## src/rtl/riscv_v_elastic_pipe_pkg.sv

```systemverilog
// -----------------------------------------------------------------------------
// riscv_v_pkg
// Shared constants and helpers for the vector-unit elastic pipeline.
//   RISCV_V_DATA_WIDTH    : default payload width of vector datapath hand-offs
//   riscv_v_occ_width(n)  : width of an occupancy counter able to hold 0..n+1
// -----------------------------------------------------------------------------
package riscv_v_pkg;

    localparam int unsigned RISCV_V_DATA_WIDTH = 32;

    // Sized for up to n stages plus an optional skid entry.
    function automatic int unsigned riscv_v_occ_width(input int unsigned n);
        return $clog2(n + 2);
    endfunction

endpackage

```

## src/rtl/riscv_v_elastic_pipe_if.sv

```systemverilog
// -----------------------------------------------------------------------------
// riscv_v_elastic_pipe_if
// One valid/ready/data channel.
//   valid : producer offers data
//   ready : consumer accepts data this cycle
//   data  : payload, DATA_WIDTH bits
// Modports:
//   master : producer side (drives valid/data, observes ready)
//   slave  : consumer side (observes valid/data, drives ready)
// -----------------------------------------------------------------------------
interface riscv_v_elastic_pipe_if
    import riscv_v_pkg::*;
#(
    parameter int unsigned DATA_WIDTH = RISCV_V_DATA_WIDTH
);
    logic                  valid;
    logic                  ready;
    logic [DATA_WIDTH-1:0] data;

    modport master (output valid, output data, input  ready);
    modport slave  (input  valid, input  data, output ready);

endinterface

```

## src/rtl/riscv_v_elastic_pipe_skid.sv

```systemverilog
// -----------------------------------------------------------------------------
// riscv_v_elastic_skid
// One-entry skid register placed after the last pipeline stage. It captures
// the last stage's entry when the sink stalls, so the stage chain sees a
// registered ready and in_ready has no combinational path from out_ready.
// Ports:
//   clk, rst    : clock, asynchronous active-low reset
//   flush       : synchronous discard of the held entry
//   up_valid    : last pipeline stage holds an entry
//   up_data     : last pipeline stage payload
//   out_ready   : downstream accepts the current output
//   skid_valid  : skid holds an entry (registered)
//   skid_data   : skid payload (registered)
// -----------------------------------------------------------------------------
module riscv_v_elastic_skid
    import riscv_v_pkg::*;
#(
    parameter int unsigned           DATA_WIDTH = RISCV_V_DATA_WIDTH,
    parameter logic [DATA_WIDTH-1:0] RST_VAL    = '0
) (
    input  logic                  clk,
    input  logic                  rst,
    input  logic                  flush,
    input  logic                  up_valid,
    input  logic [DATA_WIDTH-1:0] up_data,
    input  logic                  out_ready,
    output logic                  skid_valid,
    output logic [DATA_WIDTH-1:0] skid_data
);

    logic                  skid_valid_q, skid_valid_d;
    logic [DATA_WIDTH-1:0] skid_data_q,  skid_data_d;

    always_comb begin
        skid_valid_d = skid_valid_q;
        skid_data_d  = skid_data_q;
        if (flush) begin
            skid_valid_d = 1'b0;
        end else if (skid_valid_q) begin
            // Skid is the output source while occupied; it empties on a transfer.
            if (out_ready) begin
                skid_valid_d = 1'b0;
            end
        end else if (up_valid && !out_ready) begin
            // Sink stalled while skid is free: the last stage drains into skid.
            skid_valid_d = 1'b1;
            skid_data_d  = up_data;
        end
    end

    always_ff @(posedge clk or negedge rst) begin
        if (!rst) begin
            skid_valid_q <= 1'b0;
            skid_data_q  <= RST_VAL;
        end else begin
            skid_valid_q <= skid_valid_d;
            skid_data_q  <= skid_data_d;
        end
    end

    assign skid_valid = skid_valid_q;
    assign skid_data  = skid_data_q;

endmodule

```

## src/rtl/riscv_v_elastic_pipe.sv

```systemverilog
// -----------------------------------------------------------------------------
// riscv_v_elastic_pipe
// Flow-controlled NUM_STAGES-deep pipeline delay with per-stage valid bits, so
// bubbles collapse under back-pressure. Strict FIFO order; flush discards all
// in-flight entries.
// Optional feature: define RISCV_V_ELASTIC_PIPE_SKID_EN to add a one-entry skid
// register after the last stage (capacity NUM_STAGES+1, in_ready registered
// with respect to out_ready).
// Ports:
//   clk       : clock, rising edge
//   rst       : asynchronous active-low reset
//   flush     : synchronous discard; blocks both ends in the flush cycle
//   in_if     : upstream channel (slave): in valid/data, out ready
//   out_if    : downstream channel (master): out valid/data, in ready
//   occupancy : number of valid entries, including the skid entry
// -----------------------------------------------------------------------------
module riscv_v_elastic_pipe
    import riscv_v_pkg::*;
#(
    parameter int unsigned           DATA_WIDTH = RISCV_V_DATA_WIDTH,
    parameter int unsigned           NUM_STAGES = 2,
    parameter logic [DATA_WIDTH-1:0] RST_VAL    = '0
) (
    input  logic                                     clk,
    input  logic                                     rst,
    input  logic                                     flush,
    riscv_v_elastic_pipe_if.slave                    in_if,
    riscv_v_elastic_pipe_if.master                   out_if,
    output logic [riscv_v_occ_width(NUM_STAGES)-1:0] occupancy
);

    localparam int unsigned OCC_W = riscv_v_occ_width(NUM_STAGES);

    logic [NUM_STAGES-1:0] valid_vec;
    logic [NUM_STAGES-1:0] stage_ready;
    logic [DATA_WIDTH-1:0] data_vec [NUM_STAGES];
    logic                  sink_ready;
    logic                  skid_occ;

    for (genvar i = 0; i < NUM_STAGES; i++) begin : g_stage
        logic                  valid_q, valid_d;
        logic [DATA_WIDTH-1:0] data_q,  data_d;
        logic                  src_valid;
        logic [DATA_WIDTH-1:0] src_data;

        if (i == 0) begin : g_src_in
            assign src_valid = in_if.valid;
            assign src_data  = in_if.data;
        end else begin : g_src_stage
            assign src_valid = valid_vec[i-1];
            assign src_data  = data_vec[i-1];
        end

        // Unrolled ready chain: a stage can advance unless it and every stage
        // after it are full while the sink is stalled.
        assign stage_ready[i] = sink_ready || !(&valid_vec[NUM_STAGES-1:i]);

        always_comb begin
            valid_d = valid_q;
            data_d  = data_q;
            if (flush) begin
                valid_d = 1'b0;
            end else if (stage_ready[i]) begin
                valid_d = src_valid;
                // Data only captures real entries; bubbles leave it untouched.
                if (src_valid) begin
                    data_d = src_data;
                end
            end
        end

        always_ff @(posedge clk or negedge rst) begin
            if (!rst) begin
                valid_q <= 1'b0;
                data_q  <= RST_VAL;
            end else begin
                valid_q <= valid_d;
                data_q  <= data_d;
            end
        end

        assign valid_vec[i] = valid_q;
        assign data_vec[i]  = data_q;
    end

    assign in_if.ready = stage_ready[0] && !flush;

`ifdef RISCV_V_ELASTIC_PIPE_SKID_EN
    logic                  skid_valid;
    logic [DATA_WIDTH-1:0] skid_data;

    riscv_v_elastic_skid #(
        .DATA_WIDTH (DATA_WIDTH),
        .RST_VAL    (RST_VAL)
    ) u_skid (
        .clk        (clk),
        .rst        (rst),
        .flush      (flush),
        .up_valid   (valid_vec[NUM_STAGES-1]),
        .up_data    (data_vec[NUM_STAGES-1]),
        .out_ready  (out_if.ready),
        .skid_valid (skid_valid),
        .skid_data  (skid_data)
    );

    // Registered sink ready: the last stage may always move while skid is free.
    assign sink_ready   = !skid_valid;
    assign out_if.valid = (skid_valid || valid_vec[NUM_STAGES-1]) && !flush;
    assign out_if.data  = skid_valid ? skid_data : data_vec[NUM_STAGES-1];
    assign skid_occ     = skid_valid;
`else
    assign sink_ready   = out_if.ready;
    assign out_if.valid = valid_vec[NUM_STAGES-1] && !flush;
    assign out_if.data  = data_vec[NUM_STAGES-1];
    assign skid_occ     = 1'b0;
`endif

    always_comb begin
        occupancy = OCC_W'(skid_occ);
        for (int i = 0; i < int'(NUM_STAGES); i++) begin
            occupancy = occupancy + OCC_W'(valid_vec[i]);
        end
    end

endmodule

```

## src/flat_wrapper.sv

```systemverilog
// flat-port wrapper written by rule: the top's interface ports become plain ports
module riscv_v_elastic_pipe_flat import riscv_v_pkg::*;
#(
    parameter int unsigned           DATA_WIDTH = RISCV_V_DATA_WIDTH,
    parameter int unsigned           NUM_STAGES = 2,
    parameter logic [DATA_WIDTH-1:0] RST_VAL    = '0
)
  (clk, rst, flush, occupancy, in_if_valid, in_if_data, in_if_ready, out_if_valid, out_if_data, out_if_ready);
  riscv_v_elastic_pipe_if #(.DATA_WIDTH(DATA_WIDTH)) in_if_i ();
  riscv_v_elastic_pipe_if #(.DATA_WIDTH(DATA_WIDTH)) out_if_i ();
  input  logic clk;
  input  logic rst;
  input  logic flush;
  output logic [riscv_v_occ_width(NUM_STAGES)-1:0] occupancy;
  input wire logic [$bits(in_if_i.valid)-1:0] in_if_valid;
  input wire logic [$bits(in_if_i.data)-1:0] in_if_data;
  output wire logic [$bits(in_if_i.ready)-1:0] in_if_ready;
  output wire logic [$bits(out_if_i.valid)-1:0] out_if_valid;
  output wire logic [$bits(out_if_i.data)-1:0] out_if_data;
  input wire logic [$bits(out_if_i.ready)-1:0] out_if_ready;
  assign in_if_i.valid = in_if_valid;
  assign in_if_i.data = in_if_data;
  assign in_if_ready = in_if_i.ready;
  assign out_if_valid = out_if_i.valid;
  assign out_if_data = out_if_i.data;
  assign out_if_i.ready = out_if_ready;
  riscv_v_elastic_pipe #(.DATA_WIDTH(DATA_WIDTH), .NUM_STAGES(NUM_STAGES), .RST_VAL(RST_VAL)) u_core (.clk(clk), .rst(rst), .flush(flush), .in_if(in_if_i), .out_if(out_if_i), .occupancy(occupancy));
endmodule
```

## config.mk

```make
export PLATFORM = sky130hd
export DESIGN_NAME = riscv_v_elastic_pipe_flat
export DESIGN_NICKNAME = d
export VERILOG_FILES = /design/src/rtl/riscv_v_elastic_pipe_pkg.sv /design/src/rtl/riscv_v_elastic_pipe_if.sv /design/src/rtl/riscv_v_elastic_pipe_skid.sv /design/src/rtl/riscv_v_elastic_pipe.sv /design/src/flat_wrapper.sv
export SDC_FILE = /design/constraint.sdc
export NUM_CORES = 1
export LEC_CHECK = 0
export CAP_MARGIN = 30
export CORE_AREA = 5 5 60 103
export DETAILED_ROUTE_END_ITERATION = 16
export DIE_AREA = 0 0 65 108
export PLACE_DENSITY = 0.79
export SETUP_SLACK_MARGIN = 0.2
export SYNTH_ARGS = -nofsm -noshare
export SYNTH_HDL_FRONTEND = slang
export SYNTH_SLANG_ARGS = --single-unit
```

## constraint.sdc

```tcl
create_clock -name clk -period 4.25 [get_ports clk]
set_input_delay 1.0625 -clock clk [delete_from_list [all_inputs] [get_ports clk]]
set_output_delay 1.0625 -clock clk [all_outputs]
set_load 0.01 [all_outputs]
```

## Word-level counts from Yosys, hierarchy flattened

Cells that the tools add are included.

- Flip-flop bits (word level): 66
- Input bits: 37

- Add/sub/neg operators: 1
- Bitwise logic cells: 1
- Mux-type cells: 4
- Reductions and logical operators: 12

Operator list:

| operator | count |
|---|---|
| 3-bit AND reduction | 2 |
| 1-bit two-way mux | 4 |
| 2-bit nonzero test | 2 |
| 1-bit zero test | 3 |
| 1-bit by 1-bit adder with 2-bit output | 1 |
| 1-bit logical AND | 2 |
| 1-bit logical OR | 2 |
| 2-bit AND reduction | 1 |
| 1-bit NOT | 1 |

## Logic depth before layout (Yosys ltp)

Gate-level depths: netlist (run 1).

- Depth after elaboration: 5
- Gate-level depth with buffers: 5
- Gate-level depth less buffers: 4

## Worst setup path after synthesis (run 1)

Ideal clock, no wire load.

- Kind: input to output
- From: input port out_if_ready
- To: output port in_if_ready
- Setup slack: 1.841 ns
- Required time: 3.188 ns
- Path buffers: 0
- Data arrival time: 1.347 ns
- Stages on the path: 2
- Path through: nor2b_2 nor2_1

- Longest elaborated chain between the ends: 2

Ends and longest elaborated chain:

| item | RTL line | source |
|---|---|---|
| start, declared | flat_wrapper.sv:20 | `input wire logic [$bits(out_if_i.ready)-1:0] out_if_ready;` |
| 1-bit logical OR | riscv_v_elastic_pipe.sv:56 | `assign stage_ready[i] = sink_ready \|\| !(&valid_vec[NUM_STAGES-1:i]);` |
| 1-bit logical AND | riscv_v_elastic_pipe.sv:86 | `assign in_if.ready = stage_ready[0] && !flush;` |
| end, declared | flat_wrapper.sv:17 | `output wire logic [$bits(in_if_i.ready)-1:0] in_if_ready;` |

No other way between the ends.

## Final worst setup path (run 1)

- From: input port flush
- To: output port out_if_valid

- Longest elaborated chain between the ends: 2

Ends and longest elaborated chain:

| item | RTL line | source |
|---|---|---|
| start, declared | flat_wrapper.sv:13 | `input logic flush;` |
| 1-bit zero test | riscv_v_elastic_pipe.sv:113 | `assign out_if.valid = valid_vec[NUM_STAGES-1] && !flush;` |
| 1-bit logical AND | riscv_v_elastic_pipe.sv:113 |  |
| end, declared | flat_wrapper.sv:18 | `output wire logic [$bits(out_if_i.valid)-1:0] out_if_valid;` |

No other way between the ends.

==> impl_results.md, run 1 <==
- Internal power: 0.001366 W
- Final min period: between 3 and 4 ns
- Slew @ Worst Pin: roughly 0.44 ns
- Critical path depth in cells: 3
- Hold-fix buffers at CTS: 0
- Max-cap violation count: 0
- P per Cell Area: 517.2 nW/µm²
- Quantity of gates resized following cts: 0
- Slew headroom: 70.78%
- Num ports: 73
- Vias in the first global route: approximately 1600
- Placed cell area: 3276 µm²
- Commonest non-fill, non-tap cells in the layout: clkdlybuf4s50_1, dfrtp_1, mux2_2
- Worst setup EP type: primary output
- RSZ-0062 raised after global routing: false
- Crit share post-route: 79.99%
- Synth top area cells: dfrtp_1, mux2_2, buf_6
- Syn avg cell area: between 15 and 20 µm²
- Postcts setup bufs: 0
- Fin. max-slew vios: 0
- ANT nets after route: 0
- Final setup viols: 0
- Outcome: completed
- Top-area cell type share of the netlist area: roughly two thirds
- DRT iter0 DRCs: 46
- First-pass GRT wire length: around 7700 µm
- Die H: 108 µm
- Post-DR wirelength/cell: 16.45 µm
- Root Driver: clkbuf_8
- H-tree levels: 3
- Crit path DAT: 2.34 ns
- CP bufs+invs: 2
- Clock Pin Slew Worst Setup and Hold Paths: about 0.06 ns
- Cell Rows: 35
- Syn Nets: 185
- CP Cell Sequence: clkdlybuf4s50_1 > nor2b_1 > clkdlybuf4s50_1
- Yosys top cell by area: dfrtp_1
- Clk_lat worst skew: 0.34 ns
- Post-Route WL: 4738 µm
- CP max-delay cell: clkdlybuf4s50_1
- FMAX: 294.1 MHz
- Most frequent CP cell: clkdlybuf4s50_1
- Final Skew: 0.008734 ns
- Die ar.: 7020 µm²
- Finished Core Util: 67.18%
- Synth-to-Final Area Change: 38.04%
- Total core area: 5211 µm²
- Setup tns final: 0 ns
- Synthesis warning total: 0
- Pin count of the biggest net entering global routing: 45
- GRT overflow: 0
- DPL Wire Length: 3323 µm
- CTS tree: yes
- Commonest non-fill, non-tap cell in the layout: clkdlybuf4s50_1
- Max Root-Sink Buffers: 2
- Fin. Hold Viols: 0
- Share of total power in the clock network: 29.0%
- GRT Overall Usage: roughly 15%
- Worst Path Required: 3.19 ns
- Initial antenna violation count: 0
- # port buffers: 72
- Cell count after synthesis: between 100 and 150
- DRC: 0
- Via/cell ratio: 5.045
- Critical path startpoint category: primary input
- R2r setup slk: 2.35 ns
- Cell Area, Synth: 2536 µm²
- Leakage: 1.464 nW
- Worst hold margin: 0.4830 ns
- Worst Hold Class: register to register
- Synth cell types: 10
- Routed via count: 1453
- Comb pwr share: 24.7%
- Die Wd: 65 µm
- Sw Share: 24.56%
- Post-Layout Inst Area: 3501 µm²
- CTS sink count: 66
- Sw power: 0.0004446 W
- CP Class: primary input to primary output
- Routability congestion estimate from global placement: 0.7209
- Initial Utilization: 48.67%
- Worst Reg-to-Reg Cells: 5
- Critical path's top delay family: buffers and inverters
- TritonCTS Buffers: 9
- CP max FO: 6
- Final-stage net count: 266
- Slowest cell delay on critical path: 0.56 ns
- VDD IR max: 0.0002651 V
- Pre-antenna DRT Iters: 4
- Share of cells above drive strength 1: 35.19%
- Post-synthesis sequential area ratio: roughly 65%
- Seq pwr share: about 46%
- Design Power: 0.001811 W
- Worst Hold Path Cells: 1
- N_diodes: 0
- Post-synthesis register bit count: between 60 and 70
cell families after synthesis:
logic type / synth area share (%)
flip-flops: 65.12
multiplexers: 28.81
AND/OR/NAND/NOR: 2.911
buffers and inverters: 2.664
adder cells (fa/ha/maj): 0.4933
power groups by stage:
stage	logic (W)	clock network, W	registers (W)
2_1_floorplan	0.000146	0	0.000882
3_3_place_gp	0.000447	0	0.000845
3_5_place_dp	0.000454	0	0.000852
4_1_cts	0.000455	0.000539	0.000840
5_1_grt	0.000478	0.000563	0.000860
6_report	0.000447	0.000526	0.000838
layout make-up:
class                           instances  area [µm²]
Sequential cell                        66        1652
Tap cell                               55       68.82
Fill cell                             384        1710
Multi-Input combinational cell         75       817.0
Clock buffer                           12       155.1
Clock inverter                          4       50.05
Timing Repair Buffer                   76       758.2
cells in the mapped netlist:
cell type,instances
nor2b_2,1
nor3b_4,2
buf_6,6
dfrtp_1,66
nor2b_1,2
mux2i_1,1
nor2_1,4
ha_1,1
mux2_1,5
mux2_2,59
flip-flops by register name (all words and copies together), names as in the netlist:
signal,flops
u_core.g_stage.data_q,32
u_core.out_if.data,32
u_core.g_stage.valid_q,2
through the flow:
stage	setup slack [ns]	cells
2_1_floorplan	1.841	147
3_3_place_gp	0.8635	271
3_5_place_dp	0.8374	271
4_1_cts	0.8412	287
5_1_grt	0.7746	288
6_report	0.8503	288
worst reg2reg max path: cells and delay by family (launching register included):
family                   cells  cell delay (ns)
flip-flops                   1             0.42
adder cells (fa/ha/maj)      1             0.21
AND/OR/NAND/NOR              2             0.33
buffers and inverters        1             0.40
multiplexers                 1             0.41
metal layers:
layer / up-vias / routed length (µm) / part of all wire [%] / GRT usage (%)
met3: 8 / 256 / 5.4 / 5.301
met1: 726 / 1812 / 38 / 16.22
met4: 0 / 104 / 2.2 / 7.716
li1: 675 / - / - / -
met5: - / 0 / 0 / 0
met2: 44 / 2564 / 54 / 25.05
final timing paths:
check                                                             start                                        to
worst max-delay path                                              flush                              out_if_valid
worst min-delay path            u_core.g_stage[0].data_q[0]$_DFFE_PN0P_   u_core.g_stage[0].data_q[0]$_DFFE_PN0P_
worst max register to register    u_core.g_stage[0].valid_q$_DFFE_PN0P_   u_core.g_stage[0].data_q[1]$_DFFE_PN0P_
worst min register to register  u_core.g_stage[0].data_q[0]$_DFFE_PN0P_   u_core.g_stage[0].data_q[0]$_DFFE_PN0P_
max in group asynchronous                                           rst        u_core.out_if.data[16]$_DFFE_PN0P_
min in group asynchronous                                           rst  u_core.g_stage[0].data_q[11]$_DFFE_PN0P_
No activity file was read; power rests on OpenSTA's default activity.
==> run 2, diff against run 1 <==
Settings changed: CORE_AREA 5 5 60 103 to 5 5 62 106, DIE_AREA 0 0 65 108 to 0 0 67 111, PLACE_DENSITY 0.79 to 0.75.
Clock period 4.25 ns to 3.5 ns, I/O delays scaled along.
==> run 2 against run 1 <==
Design area increased by 1.1%. Power increased by 25%. Global-route usage decreased by 0.96 points. Setup slack got worse by 0.40 ns. Core utilization decreased by 3.3 points. Non-clock buffer count unchanged. Sequential cell count unchanged. Hold slack improved by 0.0015 ns. Count of clock-buffer cells in the layout unchanged. Via count increased by 2.4%. Die area increased by 5.9%. Register-to-register slack got worse by 0.76 ns.
==> impl_results.md, run 2 (synthesis gave the netlist of run 1 again) <==
- Sw Share: 23.40% (-1.2 points)
- # fillers: 432 (+13%)
- Die Wd: 67 µm (+3.1%)
- Synth-to-Final Area Change: 39.52%
- Sw power: 0.0005289 W (+19%)
- DRT iter0 DRCs: 43 (-6.5%)
- FMAX: 328.2 MHz
- GRT Overall Usage: 13.92% (-0.96 points)
- Fin. max-slew vios: 0 (unchanged)
- Outcome: completed
- Worst Path Required: 2.62 ns (-0.57 ns)
- Num ports: 73 (unchanged)
- Placement Setup Slack: 0.4612 ns (-0.3762 ns)
- Slew headroom: 68.13% (-2.7 points)
- Met2 Track Usage GR: 22.60% (-2.5 points)
- Max-cap violation count: 0 (unchanged)
- Setup WS post-layout: 0.4527 ns (-0.3975 ns)
- Commonest non-fill, non-tap cell in the layout: clkdlybuf4s50_1
- Total core area: 5540 µm² (+6.3%)
- Seq pwr share: 44.9% (-1.4 points)
- Cell Rows: 36 (+2.9%)
- Quantity of gates resized following cts: 0 (unchanged)
- Routed via count: 1488 (+2.4%)
- Grt peak-use layer: met2
- Global-route track usage on met3: 4.665% (-0.64 points)
- Max Root-Sink Buffers: 2 (unchanged)
- Slew @ Worst Pin: 0.4781 ns (+0.03976 ns)
- Finished Core Util: 63.87% (-3.3 points)
- H-tree levels: 3 (unchanged)
- Clk_lat worst skew: 0.32 ns (-0.02 ns)
- Met1 GRT Util: 16.05% (-0.17 points)
- Via/cell ratio: 4.816 (-4.6%)
- Initial antenna violation count: 0 (unchanged)
- Share of cells above drive strength 1: 35.19% (unchanged)
- Root Driver: clkbuf_8
- R2r setup slk: 1.59 ns (-0.76 ns)
- Postcts setup bufs: 0 (unchanged)
- CP max FO: 6 (unchanged)
- DRC: 0 (unchanged)
- Final-stage net count: 266 (unchanged)
- Die H: 111 µm (+2.8%)
- Internal power: 0.001731 W (+27%)
- Pin count of the biggest net entering global routing: 41 (-8.9%)
- GRT overflow: 0 (unchanged)
- Footprint of the multi-input gates: 817.0 µm² (unchanged)
- Leakage: 1.478 nW (+0.91%)
- Commonest non-fill, non-tap cells in the layout: clkdlybuf4s50_1, dfrtp_1, mux2_2
- CTS sink count: 66 (unchanged)
- Critical path startpoint category: primary input
- P per Cell Area: 638.6 nW/µm² (+23%)
- ANT nets after route: 0 (unchanged)
- Worst setup EP type: primary output
- Routability congestion estimate from global placement: 0.7016 (-2.7%)
- Initial Utilization: 45.78% (-2.9 points)
- Crit path DAT: 2.17 ns (-0.17 ns)
- Clock Pin Slew Worst Setup and Hold Paths: 0.06 ns (about the same)
- Vias in the first global route: 1613 (+2.9%)
- Final min period: between 3 and 4 ns
- # port buffers: 72 (unchanged)
- Hold-fix buffers at CTS: 0 (unchanged)
- Pre-antenna DRT Iters: 3 (-1)
- Share of total power in the clock network: 31.3% (+2.3 points)
- Post-DR wirelength/cell: 14.87 µm (-9.6%)
- Setup tns final: 0 ns (unchanged)
- RSZ-0062 raised after global routing: false
- Final setup viols: 0 (unchanged)
- Sequential Area: 1652 µm² (unchanged)
- Post-Layout Inst Area: 3538 µm² (+1.1%)
- Fin. Hold Viols: 0 (unchanged)
- Post-Route WL: 4596 µm (-3.0%)
- First-pass GRT wire length: 7728 µm (+0.55%)
- CP Class: primary input to primary output
- Die ar.: 7437 µm² (+5.9%)
- Comb pwr share: 23.8% (-0.9 points)
- N_diodes: 0 (unchanged)
- DPL Wire Length: 3331 µm (+0.22%)
- TritonCTS Buffers: 9 (unchanged)
- Crit share post-route: 87.06%
- Worst Hold Class: register to register
- CTS tree: yes
- Final Skew: 0.01002 ns (+0.001284 ns)
- Placed cell area: 3309 µm² (+1.0%)
- VDD IR max: 0.0003093 V (+17%)
[run 2: layer usage]
| layer | vias to the layer above | share of wire, % |
|---|---|---|
| met2 | 42 | 55 |
| met5 | - | 0 |
| met3 | 6 | 5.1 |
| met1 | 757 | 39 |
| met4 | 0 | 1.5 |
| li1 | 683 | - |
[run 2: power by group through the flow]
stage	sequential, W	clock, W	combinational, W
final	0.00102	0.000707	0.000537
after global routing	0.00104	0.000761	0.000576
after CTS	0.00102	0.000728	0.000550
after detailed placement	0.00103	0	0.000548
after global placement	0.00103	0	0.000542
after floorplan	0.00107	0	0.000178
[run 2: final timing paths]
| check | from | to | cells after the start |
|---|---|---|---|
| max | flush | out_if_valid | 3 |
| min | u_core.out_if.data[7]$_DFFE_PN0P_ | u_core.out_if.data[7]$_DFFE_PN0P_ | 1 |
| max reg2reg | u_core.g_stage[1].valid_q$_DFFE_PN0P_ | u_core.g_stage[0].data_q[28]$_DFFE_PN0P_ | 5 |
| min reg2reg | u_core.out_if.data[7]$_DFFE_PN0P_ | u_core.out_if.data[7]$_DFFE_PN0P_ | 1 |
| max in group asynchronous | rst | u_core.g_stage[0].data_q[22]$_DFFE_PN0P_ | 2 |
| min in group asynchronous | rst | u_core.out_if.data[13]$_DFFE_PN0P_ | 2 |
[run 2: metrics by stage]
step,power [W],std cells,hold slack (ns)
floorplan,0.001249,147,0.4522
global placement,0.001569,293,0.4618
detailed placement,0.001582,293,0.4736
CTS,0.002298,309,0.4875
global route,0.002380,309,0.5072
finish,0.002260,309,0.4844
[run 2: final cells by class]
cell class | instances | share of cell area, %
Sequential cell | 66 | 46.68
Multi-Input combinational cell | 75 | 23.09
Timing Repair Buffer | 76 | 21.07
Clock buffer | 12 | 4.385
Tap cell | 76 | 2.687
Clock inverter | 4 | 2.086
[run 2: worst max-delay path: stages]
cell             delay [ns]
clkdlybuf4s50_1        0.56
nor2b_1                0.18
clkdlybuf4s50_1        0.56
